### src/rtl/cam_frame_writer.sv
// OV7670 capture back end: decimates the pixel stream, packs kept pixels to 12 bits and
// writes them to frame RAM via a small FIFO. Define CAM_FRAME_WRITER_GRAYSCALE_EN for grey output.
module cam_frame_writer #(
  parameter int IMG_W      = 320,
  parameter int IMG_H      = 240,
  parameter int DEC_SHIFT  = 1,
  parameter int ADDR_W     = 17,
  parameter int FIFO_DEPTH = 4
) (
  input  logic              clk,
  input  logic              rst_n,
  input  logic [9:0]        pixel_x,
  input  logic [8:0]        pixel_y,
  input  logic [15:0]       pixel_data,
  input  logic              pixel_valid,
  input  logic              frame_done,
  input  logic              capture_en,
  input  logic              ram_ready,
  output logic              ram_we,
  output logic [ADDR_W-1:0] ram_addr,
  output logic [11:0]       ram_data,
  output logic [7:0]        frame_count,
  output logic              capturing,
  output logic              overflow
);
  localparam int PW = $clog2(FIFO_DEPTH);
  localparam int EW = ADDR_W + 12;
  localparam logic [9:0] XMASK = 10'((1 << DEC_SHIFT) - 1);
  localparam logic [8:0] YMASK = 9'((1 << DEC_SHIFT) - 1);

  typedef enum logic [1:0] {IDLE, WAIT_SOF, CAPTURE, DRAIN} state_e;

  state_e            state_q;
  logic              capturing_q, overflow_q, ram_we_q;
  logic [7:0]        frame_count_q;
  logic [ADDR_W-1:0] ram_addr_q;
  logic [11:0]       ram_data_q;

  logic              s1_vld_q;
  logic [9:0]        s1_x_q;
  logic [8:0]        s1_y_q;
  logic [11:0]       s1_rgb_q;

  logic [EW-1:0]     mem_q [FIFO_DEPTH];
  logic [PW:0]       wr_q, rd_q;

  logic        sof, accept, keep, empty, full, pop, push, drop;
  logic [9:0]  xd;
  logic [8:0]  yd;
  logic [11:0] color;
  logic [31:0] addr_full;
  logic [EW-1:0] head;

  assign sof    = pixel_valid && (pixel_x == 10'd0) && (pixel_y == 9'd0);
  assign accept = pixel_valid && ((state_q == CAPTURE) || ((state_q == WAIT_SOF) && sof));
  assign xd     = pixel_x >> DEC_SHIFT;
  assign yd     = pixel_y >> DEC_SHIFT;
  assign keep   = accept && ((pixel_x & XMASK) == 10'd0) && ((pixel_y & YMASK) == 9'd0)
                  && (32'(xd) < IMG_W) && (32'(yd) < IMG_H);

`ifdef CAM_FRAME_WRITER_GRAYSCALE_EN
  // Luma approximation 2R+G+B keeps within 8 bits (max 156); top nibble is the grey level.
  logic [7:0] gsum;
  logic       unused_gsum;
  assign gsum        = {2'b0, pixel_data[15:11], 1'b0} + {2'b0, pixel_data[10:5]} + {3'b0, pixel_data[4:0]};
  assign color       = {3{gsum[7:4]}};
  assign unused_gsum = ^gsum[3:0];
`else
  logic unused_pix;
  assign color      = {pixel_data[15:12], pixel_data[10:7], pixel_data[4:1]};
  assign unused_pix = ^{pixel_data[11], pixel_data[5], pixel_data[0]};
`endif

  assign addr_full = 32'(s1_y_q) * 32'(IMG_W) + 32'(s1_x_q);

  logic unused_addr;
  assign unused_addr = ^addr_full[31:ADDR_W];

  assign empty = (wr_q == rd_q);
  assign full  = (wr_q[PW] != rd_q[PW]) && (wr_q[PW-1:0] == rd_q[PW-1:0]);
  assign pop   = !empty && ram_ready;
  // A pop in the same cycle frees the slot, so a push into a full FIFO still lands.
  assign push  = s1_vld_q && (!full || pop);
  assign drop  = s1_vld_q && full && !pop;
  assign head  = mem_q[rd_q[PW-1:0]];

  always_ff @(posedge clk) begin
    if (push) mem_q[wr_q[PW-1:0]] <= {addr_full[ADDR_W-1:0], s1_rgb_q};
  end

  always_ff @(posedge clk or negedge rst_n) begin
    if (!rst_n) begin
      s1_vld_q   <= 1'b0;
      s1_x_q     <= '0;
      s1_y_q     <= '0;
      s1_rgb_q   <= '0;
      wr_q       <= '0;
      rd_q       <= '0;
      overflow_q <= 1'b0;
      ram_we_q   <= 1'b0;
      ram_addr_q <= '0;
      ram_data_q <= '0;
    end else begin
      s1_vld_q <= keep;
      if (keep) begin
        s1_x_q   <= xd;
        s1_y_q   <= yd;
        s1_rgb_q <= color;
      end
      if (push) wr_q <= wr_q + 1'b1;
      if (pop)  rd_q <= rd_q + 1'b1;
      if (drop) overflow_q <= 1'b1;
      ram_we_q <= pop;
      if (pop) {ram_addr_q, ram_data_q} <= head;
    end
  end

  // Leaving DRAIN also waits for stage 1, so a pixel that arrived with frame_done is written first.
  always_ff @(posedge clk or negedge rst_n) begin
    if (!rst_n) begin
      state_q       <= IDLE;
      capturing_q   <= 1'b0;
      frame_count_q <= '0;
    end else begin
      case (state_q)
        IDLE:     if (capture_en) state_q <= WAIT_SOF;
        WAIT_SOF: if (sof) begin
          state_q     <= CAPTURE;
          capturing_q <= 1'b1;
        end
        CAPTURE:  if (frame_done) begin
          state_q     <= DRAIN;
          capturing_q <= 1'b0;
        end
        DRAIN:    if (empty && !s1_vld_q) begin
          frame_count_q <= frame_count_q + 8'd1;
          state_q       <= capture_en ? WAIT_SOF : IDLE;
        end
        default:  state_q <= IDLE;
      endcase
    end
  end

  assign ram_we      = ram_we_q;
  assign ram_addr    = ram_addr_q;
  assign ram_data    = ram_data_q;
  assign frame_count = frame_count_q;
  assign capturing   = capturing_q;
  assign overflow    = overflow_q;
endmodule
### config.mk
export PLATFORM = sky130hd
export DESIGN_NAME = cam_frame_writer
export DESIGN_NICKNAME = d
export VERILOG_FILES = /design/src/rtl/cam_frame_writer.sv
export SDC_FILE = /design/constraint.sdc
export NUM_CORES = 1
export LEC_CHECK = 0
export BUFFER_PORTS_ARGS = -buffer_cell sky130_fd_sc_hd__buf_2
export CAP_MARGIN = 10
export CORE_MARGIN = 8
export CORE_UTILIZATION = 50
export CTS_BUF_LIST = sky130_fd_sc_hd__clkbuf_8
export CTS_CLUSTER_SIZE = 14
export DETAILED_ROUTE_END_ITERATION = 12
export PLACE_DENSITY = 0.66
export RECOVER_POWER = 50
export SETUP_SLACK_MARGIN = 0.5
export SLEW_MARGIN = 20
export SYNTH_ARGS = -nofsm -noshare
export SYNTH_HDL_FRONTEND = slang
export SYNTH_SLANG_ARGS = --single-unit
### constraint.sdc
create_clock -name clk -period 3.8 [get_ports clk]
set_input_delay 0.76 -clock clk [delete_from_list [all_inputs] [get_ports clk]]
set_output_delay 0.76 -clock clk [all_outputs]
set_load 0.02 [all_outputs]
# Word-level counts from Yosys, hierarchy flattened
# Memory sizes are Yosys's and may differ from the RTL's. A register that Yosys moved wholly into a read port is not among the register bits.
# Index checks and enable logic that the tools add are counted.
[classes] addsub=4 n_mul=1 div=0 order_cmp=2 n_eq_ne=10 n_shift=0 n_mux=11 bitwise_logic=0 reduce_logical=30
[op_table] cell="$logic_not A10 Y1" count=2
[op_table] cell="$logic_not A9 Y1" count=2
[op_table] cell="$add A17 B9 Y17" count=1
[op_table] cell="$logic_and A1 B1 Y1" count=14
[op_table] cell="$mul A8 B3 Y11 const B" count=1
[op_table] cell="$lt A9 B9 Y1 const B" count=1
[op_table] cell="$add A8 B1 Y8 const B" count=1
[op_table] cell="$lt A8 B8 Y1 const B" count=1
[op_table] cell="$mux W2" count=4
[op_table] cell="$ne A2 B2 Y1 const B" count=4
[op_table] cell="$pmux W2 S4" count=1
[op_table] cell="$add A3 B1 Y3 const B" count=2
[op_table] cell="$logic_not A1 Y1" count=5
[op_table] cell="$mux W1" count=5
[op_table] cell="$eq A2 B2 Y1 const B" count=2
[op_table] cell="$reduce_and A4 Y1" count=1
[op_table] cell="$eq A3 B3 Y1" count=1
[op_table] cell="$reduce_and A3 Y1" count=1
[op_table] cell="$eq A2 B1 Y1 const B" count=1
[op_table] cell="$eq A2 B2 Y1" count=1
[op_table] cell="$logic_not A2 Y1" count=1
[op_table] cell="$logic_or A1 B1 Y1" count=2
[op_table] cell="$pmux W1 S2" count=1
[op_table] cell="$reduce_and A2 Y1" count=1
[op_table] cell="other kinds (2)" count=2
[word_totals] regBits=49 latch_bits=0 ramBits=116 rom_bits=0 input_bits=41 elab_cells=70 mem_count=1
[memory_table] name="mem_q" words=4 width=29 rd=1 rd_clocked_by_memory_dff=1 wr=1 line="44" rtl="logic [EW-1:0] mem_q [FIFO_DEPTH];"

# Longest topological paths before layout
[depth] ltp_word=10 depth_mapped=8 ltp_nobuf=8

# Least setup slack after synthesis
# Ideal clock, no wire load.
[synth_path] kind="input-to-reg" startpoint="input ram_ready" endpoint="memory mem_q[3][0] (netlist name) (enable)" setup_ns=0.418 arrival_ns=2.526 path_slack_ns=0.856 stages=4 n_path_buf=1 cell_sequence="and4b_1 nand2b_1 clkbuf_1 nor2_1"
[synth_between] elab_chain_len=5
[synth_rtl] item="from (decl)" line="18" rtl="input logic ram_ready,"
[synth_rtl] item="$logic_and A1 B1 Y1" line="81" rtl="assign pop = !empty && ram_ready;"
[synth_rtl] item="$logic_or A1 B1 Y1" line="83" rtl="assign push = s1_vld_q && (!full || pop);"
[synth_rtl] item="$logic_and A1 B1 Y1" line="83"
[synth_rtl] item="$mux W1" line="88" rtl="if (push) mem_q[wr_q[PW-1:0]] <= {addr_full[ADDR_W-1:0], s1_rgb_q};"
[synth_rtl] item="$mux W1 (implied by the code)" line="88"
[synth_rtl] item="to (decl)" line="44"
# No other way between the ends.

# Worst setup path after layout
[layout_path] startpoint="register s1_y_q[1]" endpoint="memory mem_q[3][28] (netlist name) (data pin)"
[layout_between] elab_chain_len=2
[layout_rtl] item="from (decl)" line="41" rtl="logic [8:0] s1_y_q;"
[layout_rtl] item="from (signal assigned)" line="107" rtl="s1_y_q <= yd;"
[layout_rtl] item="$mul A8 B3 Y11" line="74" rtl="assign addr_full = 32'(s1_y_q) * 32'(IMG_W) + 32'(s1_x_q);"
[layout_rtl] item="$add A17 B9 Y17" line="74"
[layout_rtl] item="net addr_full[16]" line="51" rtl="logic [31:0] addr_full;"
# The timed path passes the listed nets, and every way through them passes these cells.

==> results.cfg <==
[outcome]
status = finished, violations left
violations = max-capacitance violations, max-slew violations

[floorplan]
rows = 46
start_util_pct = 50.9
die_h_um = 143
boundaryPins = 81
dieArea_mm2 = 0.0204
core_area_mm2 = 0.0158
die_w_um = 143

[power_and_ir_drop]
ir_worst_vdd_v = 0.000404
p_comb_share_pct = 34.1
netSwitchingFraction_pct = 32.3
clockPowerShare_pct = 21.1
p_int_mw = 4.95
power_switching_mw = 2.36
pwr-share-seq_pct = 44.8
powerDensity_mw_per_mm2 = 800
total_leakage_power_nw = 3.51

[clock_tree]
cts-hold-fix-buffers = 0
clkSlewWorstSetupHoldPaths_ns = 0.09
cts_root_buf = clkbuf_8
cts-resized-gates = 0
clk_latency_ns = 0.45
cts_num_sinks = 194
cts_setup_buffers = 0
cts_tree = built
cts_max_level = 4
cts_buffers = 17
cts_buffer_depth = 2

[cells_and_area]
layout-drive-gt1-share_pct = 31.5
regArea_mm2 = 0.00544
layout.nets = 614
area_growth_pct = 13.5
multi_input_area_mm2 = 0.00249
fin_util_pct = 57.8
fill_cells = 1276
antennaDiodeCount = 0
fin_cells = 774

[sta]
timing.final.crit_share_pct = 75.3
timing.hold.ws_ns = 0.472
hold_violations = 0
worstMarginPinSlew_ns = 1.64
drv_slew = 90
maxSlewHeadroom_pct = -9.69
rsz0062_at_grt = false
max_freq_mhz = 350
timing.setup.tns_ns = 0
setup_viol = 0
skew_ns = 0.0130
post-route-min-period_ns = 2.86

[detailed_routing]
viasPerCell = 5.37
avgRoutedWirePerCell_um = 18.3
drtIter0Drc = 155
vias = 4160
drcViolationCount = 0
antenna_left = 0
first_pass_iters = 4
wl_um = 14100

[critical_path]
critPathMaxStageDelay_ns = 0.43
end_kind = flip-flop
r2r-end = mem_q[3][28]
slowest_stage = dfrtp_1
crit_arrival_ns = 3.14
r2r-start = s1_y_q[1]
critical_path_buf_inv_count = 0
cp_max_fo = 4
worstPathRequired_ns = 4.08
crit_family = adder cells
critical_path.most_common_cell = ha_1
path_cells = ha_1 > ha_1 > fa_1 > xor2_1 > o2111ai_1 > nor4_4 > a32oi_1 > nand3_1
cp.depth = 8
path_class = reg -> reg
r2r_setup_slack_ns = 0.94
start_kind = flip-flop
ff2ff_path_depth = 8

[logic_synthesis]
yosys_warnings = 0
syn_nets = 523
ys_seq_area_share_pct = 67.5
ys.flop_type = edfxtp_1
ys_types = 48
ys_async_sr_fraction_pct = 40.2
netlist_instances = 454
avgSynthCellArea_um2 = 17.7
syn_area_mm2 = 0.00806
synth-edff-count = 116
ys_ff_latch = 194

[global_routing]
grt_use_total_pct = 14.6
antenna_found_initial = 0
grt_pass1_wl_um = 22700
grt_pass1_vias = 4355
gr-total-overflow = 0
grt_start_max_net_pins = 64

[run]
maxCapViolations = 2

[placement]
gp_congestion = 0.755
dp_hpwl_um = 9490
placed_cells = 742
port_buffers = 76

[min_path]
hold_start = overflow
hp-class = reg -> reg
hold_end = overflow
whs_path_depth = 1
[flip-flops by register name (all words and copies together), names as in the netlist, 2 cells and up]
name,flops
frame_count,8
mem_q,116
ram_addr,17
ram_data,12
rd_q,3
s1_rgb_q,12
s1_x_q,9
s1_y_q,8
state_q,2
wr_q,3
[cells in the final DEF, fill, tap and decap left out, types with 3 or more instances in the layout]
cell / count
nand2_1: 9
o21ba_2: 3
xor2_1: 7
nor2_1: 11
nand3_1: 3
edfxtp_1: 116
inv_1: 22
buf_4: 9
mux4_2: 29
nor2_4: 4
buf_2: 34
nor2b_1: 3
a21o_1: 4
nor4_1: 4
nand4_1: 7
dfrtp_1: 77
clkbuf_8: 19
mux2_2: 60
xnor2_1: 17
bufinv_16: 6
o21ai_0: 7
ha_1: 26
clkbuf_1: 42
[synth_stat cells (2+ instances only)]
cell,number,share of area [%]
nand3_1,3,0.19
edfxtp_1,116,43
nor3b_1,2,0.19
clkbuf_1,5,0.23
ha_1,26,4.0
mux2_1,2,0.28
xor2_1,7,0.76
inv_1,18,0.84
a21o_1,4,0.37
xnor2_1,16,1.7
o21ai_0,7,0.43
mux2_2,60,8.4
nand4_1,7,0.54
nor2b_1,3,0.23
nor4_1,4,0.31
and3_1,2,0.16
nand2_1,9,0.42
fa_1,2,0.50
a211oi_1,2,0.19
mux4_2,29,8.1
nand2b_1,2,0.16
nor2_1,15,0.70
buf_2,6,0.37
dfrtp_1,78,24
o21ba_2,3,0.37
buf_6,3,0.42
a21oi_1,2,0.12
[layout make-up]
type | instances | share of cell area, %
sequential | 194 | 59.4
multi-input combinational | 228 | 27.3
timing repair buffer | 86 | 4.38
tap | 216 | 2.95
clock buffer | 19 | 2.86
clock inverter | 13 | 2.37
inverter | 18 | 0.739
[stage by stage]
| stage | cell area [µm²] | setup WS (ns) | power (mW) |
|---|---|---|---|
| after floorplan | 8060 | 0.856 | 5.18 |
| after global placement | 8740 | 0.961 | 5.82 |
| after CTS | 9220 | 0.919 | 7.49 |
| after global routing | 9150 | 0.677 | 7.78 |
| after detailed placement | 8740 | 0.955 | 5.94 |
| final | 9150 | 0.940 | 7.32 |
[metal layers]
metal | wire, µm | share of wire [%] | GRT usage [%] | up-vias
li1 | - | - | - | 1934
met1 | 6380 | 45 | 18.5 | 2124
met2 | 6930 | 49 | 24.2 | 86
met3 | 637 | 4.5 | 3.41 | 16
met4 | 188 | 1.3 | 5.37 | 0
met5 | 0 | 0 | 0 | -
[worst max path at each step]
stage | start | end
final | s1_y_q[1] | mem_q[3][28]
after global routing | s1_y_q[4] | mem_q[3][27]
after CTS | s1_y_q[1] | mem_q[0][28]
after detailed placement | s1_y_q[1] | mem_q[0][28]
after global placement | s1_y_q[1] | mem_q[0][28]
after floorplan | ram_ready | mem_q[3][0]
[power by group through the flow]
stage,Combinational (mW),Clock [mW],Sequential [mW]
6_report,2.50,1.54,3.28
5_1_grt,2.77,1.66,3.35
4_1_cts,2.63,1.58,3.28
3_5_place_dp,2.61,0,3.33
3_3_place_gp,2.53,0,3.29
2_1_floorplan,1.71,0,3.47
[logic make-up after synthesis]
family | count (synthesis) | synth area share, %
flip-flops | 194 | 67.5
multiplexers | 91 | 16.8
AND/OR/NAND/NOR | 56 | 3.94
buffers and inverters | 32 | 1.86
AO/OA/AOI/OAI | 29 | 2.73
adder cells (fa/ha/maj) | 28 | 4.53
XOR/XNOR | 24 | 2.70
[worst reg2reg max path: cells and delay by family, from the launching register on]
family	cells	cell delay, ns
xor+xnor	1	0.28
fa+ha+maj	3	0.94
simple gates	2	0.62
compound gates	2	0.43
flops	1	0.43
Note: power is estimated with default switching activity, not from simulation.
